### src/rtl/emu_reset_seq.sv
// rtl/emu_reset_seq.sv - staggered multi-channel emulation reset sequencer
// Optional RESET_SEQ_CFG_EN adds the cfg_hold runtime hold override port.
module emu_reset_seq #(
  parameter int CHANNELS       = 4,
  parameter int CNT_WIDTH      = 16,
  parameter int HOLD_CYCLES    = 20,
  parameter int STAGGER_CYCLES = 4
) (
  input  logic                 clk,
  input  logic                 rst,
  input  logic                 trig_valid,
  output logic                 trig_ready,
  output logic [CHANNELS-1:0]  reset_out,
  output logic                 busy,
  output logic                 done
`ifdef RESET_SEQ_CFG_EN
  ,
  input  logic [CNT_WIDTH-1:0] cfg_hold
`endif
);

  if (CHANNELS < 1 || CHANNELS > 32) begin : g_bad_channels
    $error("emu_reset_seq: CHANNELS must be in 1..32");
  end
  if (longint'(HOLD_CYCLES) >= (longint'(1) << CNT_WIDTH)) begin : g_bad_hold
    $error("emu_reset_seq: HOLD_CYCLES does not fit in CNT_WIDTH");
  end
  if (longint'(STAGGER_CYCLES) >= (longint'(1) << CNT_WIDTH)) begin : g_bad_stagger
    $error("emu_reset_seq: STAGGER_CYCLES does not fit in CNT_WIDTH");
  end

  localparam int IDX_W = (CHANNELS > 1) ? $clog2(CHANNELS) : 1;
  localparam logic [IDX_W-1:0] LAST_CH = IDX_W'(CHANNELS - 1);
  localparam logic [CNT_WIDTH-1:0] STAG_LAST =
    (STAGGER_CYCLES > 0) ? CNT_WIDTH'(STAGGER_CYCLES - 1) : '0;
  localparam logic [CNT_WIDTH-1:0] CNT_MAX = '1;
  // With no stagger (or a single channel) every channel drops on the hold-expiry edge.
  localparam bit ALL_AT_ONCE = (STAGGER_CYCLES == 0) || (CHANNELS == 1);

  typedef enum logic [1:0] {
    S_ASSERT  = 2'd0,
    S_RELEASE = 2'd1,
    S_IDLE    = 2'd2
  } state_t;

  state_t                 state_q, state_d;
  logic [CNT_WIDTH-1:0]   hold_cnt_q, hold_cnt_d;
  logic [CNT_WIDTH-1:0]   stag_cnt_q, stag_cnt_d;
  logic [IDX_W-1:0]       chan_q, chan_d;
  logic [CNT_WIDTH-1:0]   hold_q, hold_d;
  logic [CHANNELS-1:0]    reset_out_q, reset_out_d;
  logic                   busy_q, busy_d;
  logic                   done_q, done_d;
  logic                   trig_ready_q, trig_ready_d;

  logic [CNT_WIDTH-1:0]   hold_src;
  logic [CNT_WIDTH-1:0]   hold_eff;

`ifdef RESET_SEQ_CFG_EN
  assign hold_src = cfg_hold;
`else
  assign hold_src = CNT_WIDTH'(HOLD_CYCLES);
`endif
  assign hold_eff = (hold_src == '0) ? CNT_WIDTH'(1) : hold_src;

  always_comb begin
    state_d      = state_q;
    hold_cnt_d   = hold_cnt_q;
    stag_cnt_d   = stag_cnt_q;
    chan_d       = chan_q;
    hold_d       = hold_q;
    reset_out_d  = reset_out_q;
    busy_d       = busy_q;
    done_d       = done_q;
    trig_ready_d = trig_ready_q;

    case (state_q)
      S_ASSERT: begin
        if (hold_cnt_q >= hold_q - CNT_WIDTH'(1)) begin
          if (ALL_AT_ONCE) begin
            reset_out_d  = '0;
            state_d      = S_IDLE;
            busy_d       = 1'b0;
            done_d       = 1'b1;
            trig_ready_d = 1'b1;
          end else begin
            reset_out_d = reset_out_q & ~CHANNELS'(1);
            chan_d      = IDX_W'(1);
            stag_cnt_d  = '0;
            state_d     = S_RELEASE;
          end
        end else if (hold_cnt_q != CNT_MAX) begin
          hold_cnt_d = hold_cnt_q + CNT_WIDTH'(1);
        end
      end

      S_RELEASE: begin
        if (stag_cnt_q >= STAG_LAST) begin
          reset_out_d = reset_out_q & ~(CHANNELS'(1) << chan_q);
          stag_cnt_d  = '0;
          if (chan_q >= LAST_CH) begin
            state_d      = S_IDLE;
            busy_d       = 1'b0;
            done_d       = 1'b1;
            trig_ready_d = 1'b1;
          end else begin
            chan_d = chan_q + IDX_W'(1);
          end
        end else if (stag_cnt_q != CNT_MAX) begin
          stag_cnt_d = stag_cnt_q + CNT_WIDTH'(1);
        end
      end

      S_IDLE: begin
        if (trig_valid && trig_ready_q) begin
          state_d      = S_ASSERT;
          hold_cnt_d   = '0;
          stag_cnt_d   = '0;
          chan_d       = '0;
          hold_d       = hold_eff;
          reset_out_d  = '1;
          busy_d       = 1'b1;
          done_d       = 1'b0;
          trig_ready_d = 1'b0;
        end
      end

      default: begin
        state_d = S_ASSERT;
      end
    endcase
  end

  always_ff @(posedge clk) begin
    if (rst) begin
      state_q      <= S_ASSERT;
      hold_cnt_q   <= '0;
      stag_cnt_q   <= '0;
      chan_q       <= '0;
      hold_q       <= hold_eff;
      reset_out_q  <= '1;
      busy_q       <= 1'b1;
      done_q       <= 1'b0;
      trig_ready_q <= 1'b0;
    end else begin
      state_q      <= state_d;
      hold_cnt_q   <= hold_cnt_d;
      stag_cnt_q   <= stag_cnt_d;
      chan_q       <= chan_d;
      hold_q       <= hold_d;
      reset_out_q  <= reset_out_d;
      busy_q       <= busy_d;
      done_q       <= done_d;
      trig_ready_q <= trig_ready_d;
    end
  end

  assign reset_out  = reset_out_q;
  assign busy       = busy_q;
  assign done       = done_q;
  assign trig_ready = trig_ready_q;

endmodule

### config.mk
export PLATFORM = sky130hd
export DESIGN_NAME = emu_reset_seq
export DESIGN_NICKNAME = d
export VERILOG_FILES = /design/src/rtl/emu_reset_seq.sv
export SDC_FILE = /design/constraint.sdc
export NUM_CORES = 1
export LEC_CHECK = 0
export CAP_MARGIN = 20
export CORE_ASPECT_RATIO = 0.8
export CORE_MARGIN = 5
export CORE_UTILIZATION = 50
export CTS_CLUSTER_SIZE = 8
export DETAILED_ROUTE_END_ITERATION = 10
export GPL_ROUTABILITY_DRIVEN = 0
export GPL_TIMING_DRIVEN = 0
export PLACE_DENSITY = 0.71
export REMOVE_ABC_BUFFERS = 1
export SLEW_MARGIN = 20
export SYNTH_ARGS = -nofsm -noshare
export SYNTH_HDL_FRONTEND = slang
export SYNTH_SLANG_ARGS = --single-unit
### constraint.sdc
create_clock -name clk -period 4.7 [get_ports clk]
set_input_delay 0.94 -clock clk [delete_from_list [all_inputs] [get_ports clk]]
set_output_delay 0.94 -clock clk [all_outputs]
set_load 0.005 [all_outputs]
==> reports/qor.tcl <==
set qor(post_drt_via_cell_ratio) 5.91
set qor(core.rowCount) 20
set qor(number_of_hold_repair_buffers_added_at_the_cts_stage) 0
set qor(clkSinkCount) 42
set qor(grt_setup_unrepaired) {false}
set qor(cts-htree-levels) 2
set qor(synth-seq-cells) 42
set qor(finalWirelength_um) 4210
set qor(synthesis.instances) 231
set qor(report.final.slew_viol_count) 0
set qor(final_setup_violation_count) 0
set qor(cts_bufs_inserted) 5
set qor(crit_fanout) 14
set qor(status) {completed}
set qor(cp_top_delay_family) {compound AO/OA/AOI/OAI gates}
set qor(initial_core_utilization_pct) 53.0
set qor(max_clock_freq_mhz) 361
set qor(leakagePower_nw) 0.781
set qor(hold_ws_ns) 0.494
set qor(timing.max_slew.rel_slack_pct) 52.9
set qor(placement.io_buffers) 9
set qor(power.ir.vdd_worst_v) 0.000217
set qor(cts-root-to-sink-buffers) 2
set qor(totalPowerFinal_mw) 0.613
set qor(dieHeight_um) 67.5
set qor(synthesis.yosys.warnings) 0
set qor(totalNegativeSetupSlack_ns) 0
set qor(finalWorstPathRequiredPeriod_ns) 2.77
set qor(die_area_mm2) 0.00553
set qor(area_delta_synth_final_pct) 9.56
set qor(yosys.area.top_type) {sky130_fd_sc_hd__dfxtp_1}
set qor(finalNonFillerCells) 294
set qor(hpwl_um) 3010
set qor(ctsRootBufferMaster) {sky130_fd_sc_hd__clkbuf_8}
set qor(cell_area_after_placement_mm2) 0.00217
set qor(layout_setup_ws_ns) 1.93
set qor(cell_at_the_slowest_stage_of_the_critical_path) {sky130_fd_sc_hd__a31oi_2}
set qor(grt_pass1_vias) 1676
set qor(clkTransAtPathRegs_ns) 0.08
set qor(synth_area_mm2) 0.00207
set qor(layout.cells.most_common) {sky130_fd_sc_hd__dfxtp_1}
set qor(worst-setup-path-type) {in -> reg}
set qor(crit_path_cell_trace) {clkdlybuf4s50_1 -> a21boi_0 -> a41oi_1 -> a31oi_2 -> o21a_1}
set qor(worst_pin_slew_ns) 0.705
set qor(drtIter0Drc) 106
set qor(period_share_pct) 58.9
set qor(final_antenna_net_count) 0
set qor(finalNetCount) 251
set qor(yosysSeqAreaShare_pct) 40.7
set qor(utilization_pct) 58.0
set qor(dp_slack_ns) 1.65
set qor(post-cts-setup-buffers) 0
set qor(worst-endpoint-arrival_ns) 3.01
set qor(wire_length_of_the_first_global_routing_pass_um) 7580
set qor(power.density_mw_per_mm2) 270
set qor(drt_drc_violations_left) 0
set qor(cap_viol_max_count) 0
set qor(wl_per_cell_um) 14.3
set qor(critical-path-max-stage-delay_ns) 0.68
set qor(worst_clock_skew_ns) 0.00681
set qor(die_width_um) 81.9
set qor(cp_data_required_time_ns) 4.94
set qor(grt_start_max_net_pins) 20
set qor(core_area_mm2) 0.00390
set qor(hp-class) {reg -> reg}
set qor(placed_cells) 286
set qor(vias) 1737
set qor(average_footprint_of_a_synthesized_cell_um2) 8.95
set qor(synthTopCellsByArea) {sky130_fd_sc_hd__dfxtp_1 (41%), sky130_fd_sc_hd__ha_1 (6.0%), sky130_fd_sc_hd__o21a_1 (5.1%)}
set qor(io_pins) 10
set qor(antenna_violations_before_repair) 0
set qor(grt_overflow_total) 0
set qor(first_pass_iters) 4
set qor(synth_largest_type_area_fraction_pct) 40.7
set qor(diodes) 0
set qor(finalInstanceArea_mm2) 0.00227
set qor(worst-path-buf-inv) 1
set qor(post_route_cells_drive_above_1_share_pct) 8.79
set qor(clock_insertion_delay_worst_skew_ns) 0.29
set qor(synth.lib_cells_used.distinct) 49
set qor(worstSetupEndpointType) {register}
set qor(final-hold-violation-count) 0
set qor(crit_path_start_kind) {input pin}
set qor(grt_use_total_pct) 17.7
set qor(cts_tree) {built}
set qor(layout_common_cells) {sky130_fd_sc_hd__dfxtp_1 (42), sky130_fd_sc_hd__nor2_1 (25), sky130_fd_sc_hd__o21a_1 (14)}
set qor(post_cts.resized_instances) 0
-- cell type report --
| cell class | count | area [um2] |
|---|---|---|
| clock buffers | 7 | 86.3 |
| clock inverters | 1 | 5.00 |
| fillers | 360 | 1640 |
| inverters | 11 | 41.3 |
| multi-input cells | 169 | 1130 |
| flip-flops and latches | 42 | 841 |
| well taps | 55 | 68.8 |
| repair buffers | 9 | 90.1 |
-- worst register-to-register path: stages, from the launching register on --
cell and delay, ns:
sky130_fd_sc_hd__dfxtp_1 0.35, sky130_fd_sc_hd__inv_1 0.09, sky130_fd_sc_hd__ha_1 0.48, sky130_fd_sc_hd__a21boi_0 0.59
sky130_fd_sc_hd__a41oi_1 0.22, sky130_fd_sc_hd__a31oi_2 0.68, sky130_fd_sc_hd__o21a_1 0.21
-- state kept, by name, summed over array words and instances (netlist names) --
signal and flops:
busy 1, chan_q 2, hold_cnt_q 16, reset_out 4, stag_cnt_q 16, state_q 2, trig_ready 1
-- report_power, final --
part / total (mW) / switching, mW / internal, mW
registers: 0.361 / 0.00293 / 0.358
logic: 0.0148 / 0.00922 / 0.00555
clock network: 0.238 / 0.119 / 0.118
-- worst paths after layout --
path	start	end	slack (ns)	depth (start not counted)
setup reg to reg	state_q[0]	stag_cnt_q[7]	2.01	6
hold / removal	reset_out[3]	reset_out[3]	0.49	1
hold reg to reg	reset_out[3]	reset_out[3]	0.49	1
setup / recovery	trig_valid	stag_cnt_q[7]	1.93	5
-- cells by family after synthesis --
kind of cell	count (synthesis)	share of synthesized area, %
simple gates	92	24.6
compound gates	64	22.9
flops	42	40.7
buf+inv	20	4.54
fa+ha+maj	10	6.05
xor+xnor	2	0.847
mux	1	0.484
-- layer usage --
metal  part of all wire [%]  vias to the layer above  track usage [%]
met5                      0                        -                0
met4                    1.5                        0             6.85
met3                    3.9                        8             3.60
met2                     46                       37             29.2
met1                     49                      823             22.7
li1                       -                      869                -
-- cells in the mapped netlist (all sizes together) --
| cell type | n |
|---|---|
| dfxtp | 42 |
| a211oi | 3 |
| a2111oi | 1 |
| nand2b | 2 |
| nor2b | 1 |
| a41oi | 5 |
| a21oi | 12 |
| o21a | 14 |
| nand3 | 6 |
| o31ai | 2 |
| clkbuf | 2 |
| and3 | 5 |
| inv | 11 |
| a21o | 1 |
| xnor2 | 2 |
| or3 | 2 |
| a221o | 3 |
| mux2i | 1 |
| nand4 | 7 |
| ha | 10 |
| o21ai | 10 |
| a21boi | 1 |
| nand3b | 2 |
| o31a | 1 |
| nor4 | 9 |
| buf | 7 |
| nand2 | 13 |
| or4 | 1 |
| nor3 | 11 |
| a41o | 1 |
| and2 | 4 |
| nor4b | 1 |
| a31oi | 9 |
| a311oi | 1 |
| nor2 | 26 |
| and4 | 2 |
Note: power is estimated with default switching activity, not from simulation.
